`config.mk`:
```
export PLATFORM = sky130hd
export DESIGN_NAME = spike_rate_decoder
export DESIGN_NICKNAME = d
export VERILOG_FILES = /design/src/rtl/spike_pkg.sv /design/src/rtl/sat_counter.sv /design/src/rtl/spike_rate_decoder.sv
export SDC_FILE = /design/constraint.sdc
export NUM_CORES = 1
export LEC_CHECK = 0
export CAP_MARGIN = 30
export CELL_PAD_IN_SITES_DETAIL_PLACEMENT = 2
export CELL_PAD_IN_SITES_GLOBAL_PLACEMENT = 2
export CORE_MARGIN = 2
export CORE_UTILIZATION = 35
export CTS_CLUSTER_SIZE = 14
export DETAILED_ROUTE_END_ITERATION = 6
export PLACE_DENSITY_LB_ADDON = 0.05
export SYNTH_ARGS = -nofsm -noshare
export SYNTH_HDL_FRONTEND = slang
export SYNTH_SLANG_ARGS = --single-unit
```
`constraint.sdc`:
```
create_clock -name clk -period 2.45 [get_ports clk]
set_clock_uncertainty 0.2 [all_clocks]
set_input_delay 0.245 -clock clk [delete_from_list [all_inputs] [get_ports clk]]
set_output_delay 0.245 -clock clk [all_outputs]
set_load 0.1 [all_outputs]
```
`src/rtl/spike_pkg.sv`:
```
// Shared definitions for the LIF neuron array and its rate decoder:
// default sizes, the published-rate vector type and a saturating increment.
package spike_pkg;

    localparam int NUM_NEURONS = 4;
    localparam int SEL_W       = 2;
    localparam int CNT_W       = 8;

    typedef logic [CNT_W-1:0]          rate_t;
    typedef rate_t [NUM_NEURONS-1:0]   rate_vec_t;

    // Increment v by one, clipping at max. Operates on a 16-bit container so
    // any counter up to 16 bits can share it by zero-extending.
    function automatic logic [15:0] sat_inc(input logic [15:0] v,
                                            input logic [15:0] max);
        return (v >= max) ? max : v + 16'd1;
    endfunction

endpackage

```
`src/rtl/sat_counter.sv`:
```
// Per-neuron spike counter. Saturates at all-ones; nxt_o exposes the value
// the counter would take this cycle so the top can publish it on the
// closing cycle while the counter itself clears.
module sat_counter
    import spike_pkg::*;
#(
    parameter int CNT_W = spike_pkg::CNT_W
) (
    input  logic             clk,
    input  logic             rst,
    input  logic             inc_i,
    input  logic             clr_i,
    output logic [CNT_W-1:0] nxt_o,
    output logic             sat_o
);

    localparam logic [15:0] MAX = 16'((32'd1 << CNT_W) - 32'd1);

    logic [CNT_W-1:0] cnt_q, cnt_d;
    logic [15:0]      inc_val;

    // Saturating next value; sat_o flags an increment that lands on or is
    // clipped at the maximum.
    always_comb begin
        inc_val = sat_inc(16'(cnt_q), MAX);
        nxt_o   = inc_i ? inc_val[CNT_W-1:0] : cnt_q;
        sat_o   = inc_i && (inc_val == MAX);
        cnt_d   = clr_i ? '0 : nxt_o;
    end

    // Counter register; clear wins over increment at a window close.
    always_ff @(posedge clk) begin
        if (rst) cnt_q <= '0;
        else     cnt_q <= cnt_d;
    end

endmodule

```
`src/rtl/spike_rate_decoder.sv`:
```
// Rate decoder: counts spikes per neuron over WINDOW enabled cycles and
// publishes a saturating rate per neuron at each window boundary.
module spike_rate_decoder
    import spike_pkg::*;
#(
    parameter int NUM_NEURONS = spike_pkg::NUM_NEURONS,
    parameter int SEL_W       = spike_pkg::SEL_W,
    parameter int CNT_W       = spike_pkg::CNT_W,
    parameter int WINDOW      = 256
) (
    input  logic             clk,
    input  logic             rst,
    input  logic             en,
    input  logic             spike_valid,
    input  logic             spike,
    input  logic [SEL_W-1:0] slot,
    input  logic [SEL_W-1:0] rd_sel,
    output logic [CNT_W-1:0] rate_out,
    output logic             rate_valid,
    output logic             sat_flag,
    output logic [15:0]      win_pos
);

    localparam logic [15:0] WIN_LAST = 16'(WINDOW - 1);

    logic [15:0]                        win_q, win_d;
    logic                               close;
    logic [NUM_NEURONS-1:0]             inc;
    logic [NUM_NEURONS-1:0]             sat_ev;
    logic [NUM_NEURONS-1:0][CNT_W-1:0]  nxt;
    logic [NUM_NEURONS-1:0][CNT_W-1:0]  rate_q, rate_d;
    logic                               sat_win_q, sat_win_d;
    logic                               sat_flag_q, sat_flag_d;
    logic                               vld_q;

    // Decode the slot into one increment strobe; at most one is high.
    always_comb begin
        close = en && (win_q == WIN_LAST);
        for (int i = 0; i < NUM_NEURONS; i++)
            inc[i] = en && spike_valid && spike && (slot == SEL_W'(i));
    end

    for (genvar g = 0; g < NUM_NEURONS; g++) begin : g_cnt
        sat_counter #(.CNT_W(CNT_W)) u_cnt (
            .clk   (clk),
            .rst   (rst),
            .inc_i (inc[g]),
            .clr_i (close),
            .nxt_o (nxt[g]),
            .sat_o (sat_ev[g])
        );
    end

    // Next state for timer, window sat bit and published registers. The
    // closing cycle's increment is already folded into nxt and sat_ev.
    always_comb begin
        win_d      = win_q;
        sat_win_d  = sat_win_q | (|sat_ev);
        sat_flag_d = sat_flag_q;
        rate_d     = rate_q;
        if (en) win_d = close ? 16'd0 : win_q + 16'd1;
        if (close) begin
            rate_d     = nxt;
            sat_flag_d = sat_win_q | (|sat_ev);
            sat_win_d  = 1'b0;
        end
    end

    // State registers; reset discards any partial window.
    always_ff @(posedge clk) begin
        if (rst) begin
            win_q      <= '0;
            sat_win_q  <= 1'b0;
            sat_flag_q <= 1'b0;
            rate_q     <= '0;
            vld_q      <= 1'b0;
        end else begin
            win_q      <= win_d;
            sat_win_q  <= sat_win_d;
            sat_flag_q <= sat_flag_d;
            rate_q     <= rate_d;
            vld_q      <= close;
        end
    end

    assign rate_out   = rate_q[rd_sel];
    assign rate_valid = vld_q;
    assign sat_flag   = sat_flag_q;
    assign win_pos    = win_q;

endmodule
```
Yosys cells after proc, flatten, opt, wreduce, memory -nomap -nowiden

Index checks and enable logic that the tools add are counted.

Register bits after elaboration: 83
Bits in latches: 0
Memory bits (writable): 0
Memory bits (read-only): 0
Bits of input ports: 9
Output and inout bits: 26
Logic and storage cells: 56
Memories kept: 0

Add/subtract/negate cells: 5
Multipliers: 0
Divide/modulo/power cells: 0
Magnitude comparators: 5
Equal/unequal tests: 8
Shift operators: 0
Muxes and demuxes: 11
Bitwise logic cells: 1
Reductions and logical operators: 14

Operators by type and width:

| cell                                                                 | count |
|---|---|
| 16-bit by 8-bit == test with 1-bit output, second input constant     | 5 |
| 16-bit two-way mux                                                   | 5 |
| 8-bit two-way mux                                                    | 5 |
| 8-bit by 1-bit adder with 9-bit output, second input constant        | 4 |
| 8-bit >= comparator, second input constant                           | 4 |
| 16-bit by 1-bit adder with 16-bit output, second input constant      | 1 |
| 8-bit binary-select mux with 2-bit select                            | 1 |
| 1-bit logical AND                                                    | 11 |
| 2-bit == test, second input constant                                 | 2 |
| 4-bit OR reduction                                                   | 1 |
| 2-bit by 3-bit < comparator with 1-bit output, second input constant | 1 |
| 2-bit by 1-bit == test with 1-bit output, second input constant      | 1 |
| 2-bit logical NOT                                                    | 1 |
| 2-bit OR reduction                                                   | 1 |
| 1-bit bitwise OR                                                     | 1 |

Longest topological paths before layout

Gate-level depths: netlist (run 1).

Depth after elaboration: 6
Gate-level depth with buffers: 8
Mapped depth without buffers: 7

Cells and area by module

From an unflattened synthesis (run 1), not the netlist that was laid out.

Cells, all modules: 500
Area, all modules: 4878.4 sq um

By module, submodules not included:

| module             | instances | cells an instance | area an instance (sq um) | seq. area each (sq um) |
|---|---|---|---|---|
| sat_counter        | 4         | 72                | 659.4                    | 160.2 |
| spike_rate_decoder | 1         | 212               | 2240.9                   | 1021.0 |

Worst setup path before layout (run 1)

No wires, ideal clock.

Kind: register -> register
Start: reg win_q[0], in the netlist win_pos[0]
End: reg sat_win_q
Setup time: 0.125 ns
Arrival time: 2.408 ns
Data required time: 2.125 ns
Setup slack: -0.283 ns
Cell stages (with the launch flop): 9
Buffers on the path: 2
Clock period less this slack: 2.733 ns
Cell sequence: dfxtp_1 -> ha_1 -> nand3_1 -> nor2_1 -> nand4_2 -> nand2b_1 -> buf_2 -> buf_2 -> nor2_1

Cells in the longest elaborated chain, start to end: 3

RTL lines:

| what                                      | line                     | source |
|---|---|---|
| start: declaration                        | spike_rate_decoder.sv:26 | `logic [15:0] win_q, win_d;` |
| start signal: assignment                  | spike_rate_decoder.sv:78 | `win_q <= win_d;` |
| 16-bit by 8-bit == test with 1-bit output | spike_rate_decoder.sv:38 | `close = en && (win_q == WIN_LAST);` |
| 1-bit logical AND                         | spike_rate_decoder.sv:38 |  |
| 2-bit OR reduction (no line)              | -                        |  |
| end signal: assignment                    | spike_rate_decoder.sv:79 | `sat_win_q <= sat_win_d;` |
| end: declaration                          | spike_rate_decoder.sv:32 | `logic sat_win_q, sat_win_d;` |

No other way between the ends.
A chain may end at the register's enable or synchronous reset.

Worst setup path in the final report (run 1)

Start: reg g_cnt[3].u_cnt.cnt_q[1]
End: reg sat_flag_q, in the netlist sat_flag

Cells in the longest elaborated chain, start to end: 6
Elaborated cells between the ends (all ways): 7
Classes of those cells: 1 x add/sub; 1 x order compare; 1 x eq/ne; 1 x mux; 1 x bitwise; 2 x reduce/logical

RTL lines:

| what                                                                          | line                     | source |
|---|---|---|
| start: declaration                                                            | sat_counter.sv:19        | `logic [CNT_W-1:0] cnt_q, cnt_d;` |
| start signal: assignment                                                      | sat_counter.sv:34        | `else cnt_q <= cnt_d;` |
| 8-bit by 1-bit adder with 9-bit output or 8-bit >= comparator (tied branches) | spike_pkg.sv:16          | `return (v >= max) ? max : v + 16'd1;` |
| 16-bit two-way mux *                                                          | spike_pkg.sv:16          |  |
| 16-bit by 8-bit == test with 1-bit output *                                   | sat_counter.sv:27        | `sat_o = inc_i && (inc_val == MAX);` |
| 1-bit logical AND *                                                           | sat_counter.sv:27        |  |
| 4-bit OR reduction *                                                          | spike_rate_decoder.sv:64 | `sat_flag_d = sat_win_q \| (\|sat_ev);` |
| 1-bit bitwise OR *                                                            | spike_rate_decoder.sv:64 |  |
| end signal: assignment                                                        | spike_rate_decoder.sv:80 | `sat_flag_q <= sat_flag_d;` |
| end: declaration                                                              | spike_rate_decoder.sv:33 | `logic sat_flag_q, sat_flag_d;` |

Every way passes the cells marked *; elsewhere a longest branch is shown, timed or not.

==> key figures, run 1 <==
Placement
  – Placed insts: 671
  – I/O Buffers: 34
  – Dpl ws: -0.128 ns
  – Area after DPL: 4870 sq um
  – DPL Wire Length: 9560 um
  – GP Congestion: 0.822

Floorplan
  – Die Width: 115 um
  – Die area: 13,200 sq um
  – Io pins: 35
  – Initial Util: 35.8%
  – Core area: 12,000 sq um
  – Die Y: 115 um
  – Number of cell rows: 40

Global routing
  – Tot GR Track Use: 21.0%
  – First-pass GRT wire length: 21,500 um
  – Pin count of the biggest net entering global routing: 54
  – Initial antenna violation count: 0
  – Vias in the first global route: 4,068
  – GRT Residual Overflow: 0

Synthesis
  – Seq cells post-synth: 83
  – EDFF count, synth: 0
  – Synth area leader: dfxtp_1
  – Leading post-synthesis cells by instance count: 83 x dfxtp_1, 67 x nor2_1, 63 x nand2_1, 32 x a21oi_1, 20 x nor2b_1
  – Unique masters post-synth: 62
  – Most common cell in the netlist: dfxtp_1
  – Sequential share of the synthesized area: 38.7%
  – Leading post-synthesis cells by cell area: dfxtp_1 39%, nor2_1 5.9%, nand2_1 5.5%, mux4_2 4.2%, a21oi_1 3.7%
  – Post-Syn Nets: 513
  – Async set or reset register ratio after synthesis: 0%
  – Synth Cell Area: 4300 sq um
  – Mapped Cells: 499
  – Post-synth top area share: 38.7%
  – Avg Cell Area, Syn: 8.61 sq um
  – Synth warn: 0
  – Top FF cell, synth: dfxtp_1

Clock network
  – H-tree levels: 3
  – # clock sinks: 83
  – CTS tree: yes
  – Post-CTS setup buffers: 0
  – Worst-Skew Late Latency: 0.34 ns
  – CTS hold repair buffers: 0
  – Clk Tree Root Cell: clkbuf_16
  – Total CTS buffers: 9
  – CTS max path bufs: 2
  – CTS clock-pin slew for the worst setup and hold paths: 0.06 ns

Pwr
  – Net Switching: 634 uW
  – Share of total power in the clock network: 47.3%
  – Worst IR drop on VDD: 0.257 mV
  – Lkg Pwr: 0.00181 uW
  – Power per cell area: 550 nW/um^2
  – Logic pwr share: 4.8%
  – Sw Ratio: 22.3%
  – Sequential Power Share: 47.9%
  – Internal power: 2220 uW

Setup path
  – Required @ worst endpoint: 2.46 ns
  – CP Class: register to register
  – Crit path buffers/inverters: 1
  – Critical path arrival: 2.27 ns
  – Startpoint Class: register
  – Reg2reg start: g_cnt[3].u_cnt.cnt_q[1]
  – CP max stage cell: dfxtp_1
  – Crit. End Element: register
  – CP delay by family, top: compound AO/OA/AOI/OAI gates
  – Cell Chain, Critical Path: ha_4 -> and3_1 -> o21a_1 -> o32ai_2 -> a211oi_1 -> buf_4 -> nor4_2 -> a211oi_2
  – Max incr delay on CP: 0.38 ns
  – Crit path launch: g_cnt[3].u_cnt.cnt_q[1]
  – Crit path max fanout: 8

Finish
  – Final Cell Area: 5180 sq um
  – Layout fillers: 1,357
  – Non-Filler Instances: 686
  – Final Util: 43.1%
  – Post-layout nets: 549
  – Share of cells above drive strength 1: 20.0%
  – Diode count: 0
  – Area growth, synth to finish: 20.6%

STA
  – Fin. max-slew vios: 0
  – Final setup vio count: 0
  – Rel. slew slack: 68.7%
  – RSZ-0062 raised after global routing: false
  – FMAX: 443 MHz
  – Final hold violations: 0
  – Actual slew at the worst max-slew pin: 0.465 ns
  – Setup TNS Final: 0 ns
  – Tmin final: 2.26 ns
  – Final worst slack: 0.193 ns
  – Tcrit/Tclk final: 92.1%

Detailed routing
  – Post-DRT Antenna Nets: 0
  – # DRC: 0
  – Detailed Routing Iterations Pass 1: 4
  – Drt total wl: 12,800 um
  – Detailed Route Iter0 Violations: 117
  – Vias/cell: 5.47
  – DR vias: 3,754
  – DR WL/cell: 18.6 um

Job
  – Max-cap violations: 0

Hold path
  – Type of the tightest min-delay check: register to register
  – Min-delay src: rate_q[22]

Run status
  – Status: finished, final reports clean
-- power groups by stage --
stage | logic (uW) | registers (uW) | clock network (uW)
2_1_floorplan | 63.2 | 1420 | 0
3_3_place_gp | 137 | 1390 | 0
3_5_place_dp | 140 | 1390 | 0
4_1_cts | 141 | 1360 | 1390
5_1_grt | 151 | 1370 | 1470
6_report | 137 | 1370 | 1350
-- metrics by stage --
step | hold WS, ns | total power [uW]
finish | 0.268 | 2850
global route | 0.281 | 2980
CTS | 0.265 | 2900
detailed placement | 0.256 | 1530
global placement | 0.241 | 1530
floorplan | 0.233 | 1480
-- tightest hold or removal path, stage by stage, from the launching register on --
cell and delay [ns]:
dfxtp_1 0.31, nand2_1 0.05, a21oi_1 0.06
-- sequential cells by signal (all words and copies together), names as in the netlist --
signal,count
win_pos,16
rate_q,32
sat_flag,1
g_cnt.u_cnt.cnt_q,32
rate_valid,1
sat_win_q,1
-- metal layers --
metal | GRT usage, % | up-vias | wire length, um
met5 | 0 | - | 0
met4 | 5.86 | 0 | 175
met3 | 3.43 | 14 | 245
met2 | 37.8 | 33 | 6620
met1 | 26.0 | 1866 | 5750
li1 | - | 1841 | -
-- cells in the final DEF, fill, tap and decap left out, types with 5 or more instances in the layout --
master,netlist,final
dfxtp_1,83,76
nor2_1,67,67
nand2_1,63,63
buf_4,3,35
a21oi_1,32,32
nor2b_1,20,20
nand3_1,19,19
o21ai_0,18,17
nand4_1,13,13
mux2i_1,10,10
nand2b_1,11,10
and3_1,10,10
xor2_1,10,10
mux2_2,10,10
buf_12,0,10
clkbuf_16,0,9
mux4_2,8,8
o22ai_1,8,8
clkdlybuf4s50_1,0,8
a211oi_1,7,7
xnor2_1,7,7
dfxtp_2,0,7
and2_1,5,5
a311oi_1,5,5
-- kinds of logic after synthesis --
logic type	after synthesis	synth area share, %
AOI/OAI and AO/OA	92	13.5
xor gates and xnor gates	17	3.47
muxes	28	9.14
buffers and inverters	32	4.22
and+or+nand+nor	242	29.5
DFF	83	38.7
adders and majority gates	5	1.46
-- path summary, 6_finish.rpt --
check                                   to  slack [ns]  depth (start not counted)
worst max-delay path              sat_flag        0.19                          8
worst min-delay path            rate_q[22]        0.27                          2
worst max register to register    sat_flag        0.19                          8
worst min register to register  rate_q[22]        0.27                          2
-- layout make-up --
class | instances | area [sq um] | share of cell area, %
multi-input combinational | 384 | 2470 | 47.8
sequential | 83 | 1670 | 32.2
timing repair buffer | 53 | 543 | 10.5
clock buffer | 11 | 243 | 4.69
tap | 147 | 184 | 3.55
clock inverter | 4 | 51.3 | 0.990
inverter | 4 | 15.0 | 0.290
-- timing repair --
action | in CTS | in global routing
setup endpoints to repair | 1 | 1
resized for setup | 1 | 4
endpoints found under the hold margin | 0 | 0
(Power assumes the default switching activity.)
==> inputs of run 2 (changes only) <==
--- a/config.mk
+++ b/config.mk
@@ -8,6 +8,7 @@
 export CAP_MARGIN = 30
 export CELL_PAD_IN_SITES_DETAIL_PLACEMENT = 2
 export CELL_PAD_IN_SITES_GLOBAL_PLACEMENT = 2
+export CORE_ASPECT_RATIO = 1.75
 export CORE_MARGIN = 2
 export CORE_UTILIZATION = 35
 export CTS_CLUSTER_SIZE = 14
@@ -15,4 +16,5 @@
 export PLACE_DENSITY_LB_ADDON = 0.05
 export SYNTH_ARGS = -nofsm -noshare
 export SYNTH_HDL_FRONTEND = slang
+export SYNTH_HIERARCHICAL = 1
 export SYNTH_SLANG_ARGS = --single-unit
==> key figures, run 2 <==
Run status
  – Status: finished, final reports clean

Setup path
  – Worst reg2reg setup slack: 0.08 ns
  – Crit path max fanout: 4
  – CP max stage cell: or4_4
  – Worst R2R Path Depth: 9
  – CP delay by family, top: simple AND/OR/NAND/NOR gates
  – Crit. End Element: register
  – Critical path arrival: 2.37 ns
  – Reg-to-reg endpoint: sat_flag
  – Required @ worst endpoint: 2.45 ns
  – Crit path buffers/inverters: 1
  – Reg2reg start: g_cnt[3].u_cnt/cnt_q[0]
  – Cell Chain, Critical Path: ha_1 -> and4_4 -> and3_4 -> o21ai_0 -> a311oi_1 -> buf_4 -> or4_4 -> nor2_2 -> a211oi_2
  – CP Class: register to register
  – Startpoint Class: register
  – Max incr delay on CP: 0.52 ns

Finish
  – Layout fillers: 1,477
  – Area growth, synth to finish: 24.9%
  – Share of cells above drive strength 1: 37.9%
  – Post-layout nets: 595
  – Diode count: 0
  – Commonest cells after routing, fill and taps aside: 89 x buf_4, 70 x dfxtp_1, 66 x nor2_1
  – Commonest non-fill, non-tap cell in the layout: buf_4
  – Non-Filler Instances: 763

STA
  – Final setup vio count: 0
  – Setup TNS Final: 0 ns
  – RSZ-0062 raised after global routing: false
  – Actual slew at the worst max-slew pin: 0.575 ns
  – Final hold violations: 0
  – FMAX: 422 MHz
  – Tmin final: 2.37 ns
  – Fin. max-slew vios: 0
  – Rel. slew slack: 61.7%
  – Tcrit/Tclk final: 96.7%

Floorplan
  – Die area: 14,900 sq um
  – Initial Util: 35.4%
  – Die Y: 160 um
  – Io pins: 35
  – Die Width: 93.2 um
  – Number of cell rows: 57
  – Core area: 13,800 sq um

Global routing
  – GRT Residual Overflow: 0
  – Vias in the first global route: 4,629
  – Tot GR Track Use: 21.5%
  – Pin count of the biggest net entering global routing: 27
  – First-pass GRT wire length: 25,100 um
  – Initial antenna violation count: 0

Clock network
  – CTS tree: yes
  – Post-CTS setup buffers: 0
  – # clock sinks: 83
  – CTS max path bufs: 2
  – Clk Tree Root Cell: clkbuf_16
  – H-tree levels: 3
  – CTS clock-pin slew for the worst setup and hold paths: 0.06 ns
  – Worst-Skew Late Latency: 0.34 ns
  – Total CTS buffers: 9

Detailed routing
  – # DRC: 0
  – Detailed Route Iter0 Violations: 81
  – Drt total wl: 15,200 um
  – Detailed Routing Iterations Pass 1: 4
  – Vias/cell: 5.51
  – Post-DRT Antenna Nets: 0
  – DR WL/cell: 19.9 um
  – DR vias: 4,202

Synthesis
  – Unique masters post-synth: 52
  – Avg Cell Area, Syn: 9.76 sq um
  – Synth warn: 6
  – Top FF cell, synth: dfxtp_1
  – Leading post-synthesis cells by instance count: 83 x dfxtp_1, 67 x nor2_1, 36 x mux2i_1, 25 x a21oi_1, 25 x nand3_1
  – Seq cells post-synth: 83
  – Async set or reset register ratio after synthesis: 0%
  – Post-synth top area share: 34.1%
  – Post-Syn Nets: 514
  – EDFF count, synth: 0
  – Synth area leader: dfxtp_1
  – Mapped Cells: 500
  – Most common cell in the netlist: dfxtp_1
  – Synth Cell Area: 4880 sq um
  – Leading post-synthesis cells by cell area: dfxtp_1 34%, mux2i_1 7.4%, nor2_1 5.2%, mux4_2 3.7%, o41ai_2 2.7%
  – Sequential share of the synthesized area: 34.1%

Hold path
  – Min-delay src: rst
  – Hold path depth: 2
  – Type of the tightest min-delay check: input pin to register
  – Worst Hold Path EP: rate_q[11]

Placement
  – I/O Buffers: 34
  – Placed insts: 747
  – GP Congestion: 0.864
  – DPL Wire Length: 12,100 um

Pwr
  – Lkg Pwr: 0.00226 uW
  – Power per cell area: 453 nW/um^2
  – Tot Pwr: 2760 uW
  – Worst IR drop on VDD: 0.406 mV

Job
  – Max-cap violations: 0
==> run 2: changes by cell type after synthesis, sizes merged, moves of 8 or more <==
| cell | previous run | this run |
|---|---|---|
| o21ai | 19 | 8 |
| nand3 | 21 | 29 |
| and2 | 5 | 16 |
| nor3b | 2 | 12 |
| mux2 | 10 | 0 |
| mux2i | 10 | 36 |
| o22ai | 8 | 0 |
| and4bb | 0 | 8 |
| a211oi | 8 | 21 |
| o41ai | 0 | 8 |
| buf | 19 | 30 |
| nand2 | 64 | 17 |
| nand2b | 12 | 1 |
==> run 2: repair_timing <==
item / in CTS / in global routing
pin swaps: 3 / 2
gates resized for setup: 8 / 9
endpoints found under the setup margin: 2 / 4
hold buffers: 0 / 0
==> run 2: logic make-up (layout without fill, tap and decap cells) <==
family / after synthesis / in the layout / synth area share, %
AOI/OAI and AO/OA: 84 / 84 / 13.3
xor gates and xnor gates: 14 / 14 / 2.51
adders and majority gates: 5 / 5 / 1.28
buffers and inverters: 39 / 125 / 6.23
DFF: 83 / 83 / 34.1
muxes: 44 / 44 / 11.1
and+or+nand+nor: 231 / 231 / 31.5
==> run 2: through the flow <==
step | utilization [%] | worst slack [ns] | hold slack [ns] | cell area (sq um)
5_1_grt | 44.3 | 0.00480 | 0.216 | 6090
3_5_place_dp | 41.9 | -0.441 | 0.293 | 5760
4_1_cts | 44.0 | 0.0326 | 0.179 | 6050
2_1_floorplan | - | 0.0214 | 0.116 | 4890
6_report | 44.3 | 0.0805 | 0.185 | 6090
3_3_place_gp | 41.9 | -0.357 | 0.269 | 5760
==> run 2: worst max-delay path by stage <==
stage / start / to / depth (start not counted)
floorplan: win_pos[10] / g_cnt[0].u_cnt/cnt_q[6] / 6
global placement: en / sat_flag / 11
detailed placement: en / sat_flag / 11
CTS: en / sat_flag / 11
global route: spike / sat_flag / 11
finish: g_cnt[3].u_cnt/cnt_q[0] / sat_flag / 9
==> run 2: final cells by class <==
| class | instances | area [sq um] | area share (%) |
|---|---|---|---|
| multi-input cells | 378 | 2980 | 48.9 |
| well taps | 177 | 221 | 3.64 |
| flip-flops and latches | 83 | 1680 | 27.5 |
| repair buffers | 107 | 945 | 15.5 |
| clock buffers | 11 | 233 | 3.82 |
| clock inverters | 5 | 30.0 | 0.493 |
| inverters | 2 | 7.51 | 0.123 |
==> run 2: per-layer routing <==
layer	routed length (um)	track usage [%]
met1	5570	21.8
met2	9160	43.5
met3	235	2.64
met4	217	6.42
met5	0	0
==> run 2: power breakdown <==
group	leakage, uW	switching (uW)	total (uW)	internal, uW
registers	0.000675	6.91	1360	1360
logic	0.00146	96.0	148	52.2
clock network	0.000125	567	1250	683
==> run 2: worst reg2reg max path: stages, from the launching register on <==
cell	delay, ns
dfxtp_1	0.33
ha_1	0.24
and4_4	0.19
and3_4	0.17
o21ai_0	0.16
a311oi_1	0.07
buf_4	0.15
or4_4	0.52
nor2_2	0.13
a211oi_2	0.08
==> inputs of run 3 (changes only) <==
--- a/config.mk
+++ b/config.mk
@@ -13,6 +13,7 @@
 export CORE_UTILIZATION = 35
 export CTS_CLUSTER_SIZE = 14
 export DETAILED_ROUTE_END_ITERATION = 6
+export HOLD_SLACK_MARGIN = 0.15
 export PLACE_DENSITY_LB_ADDON = 0.05
 export SYNTH_ARGS = -nofsm -noshare
 export SYNTH_HDL_FRONTEND = slang
==> results of run 3 <==
The final DEF is identical to that of run 2; final timing and power are the same.
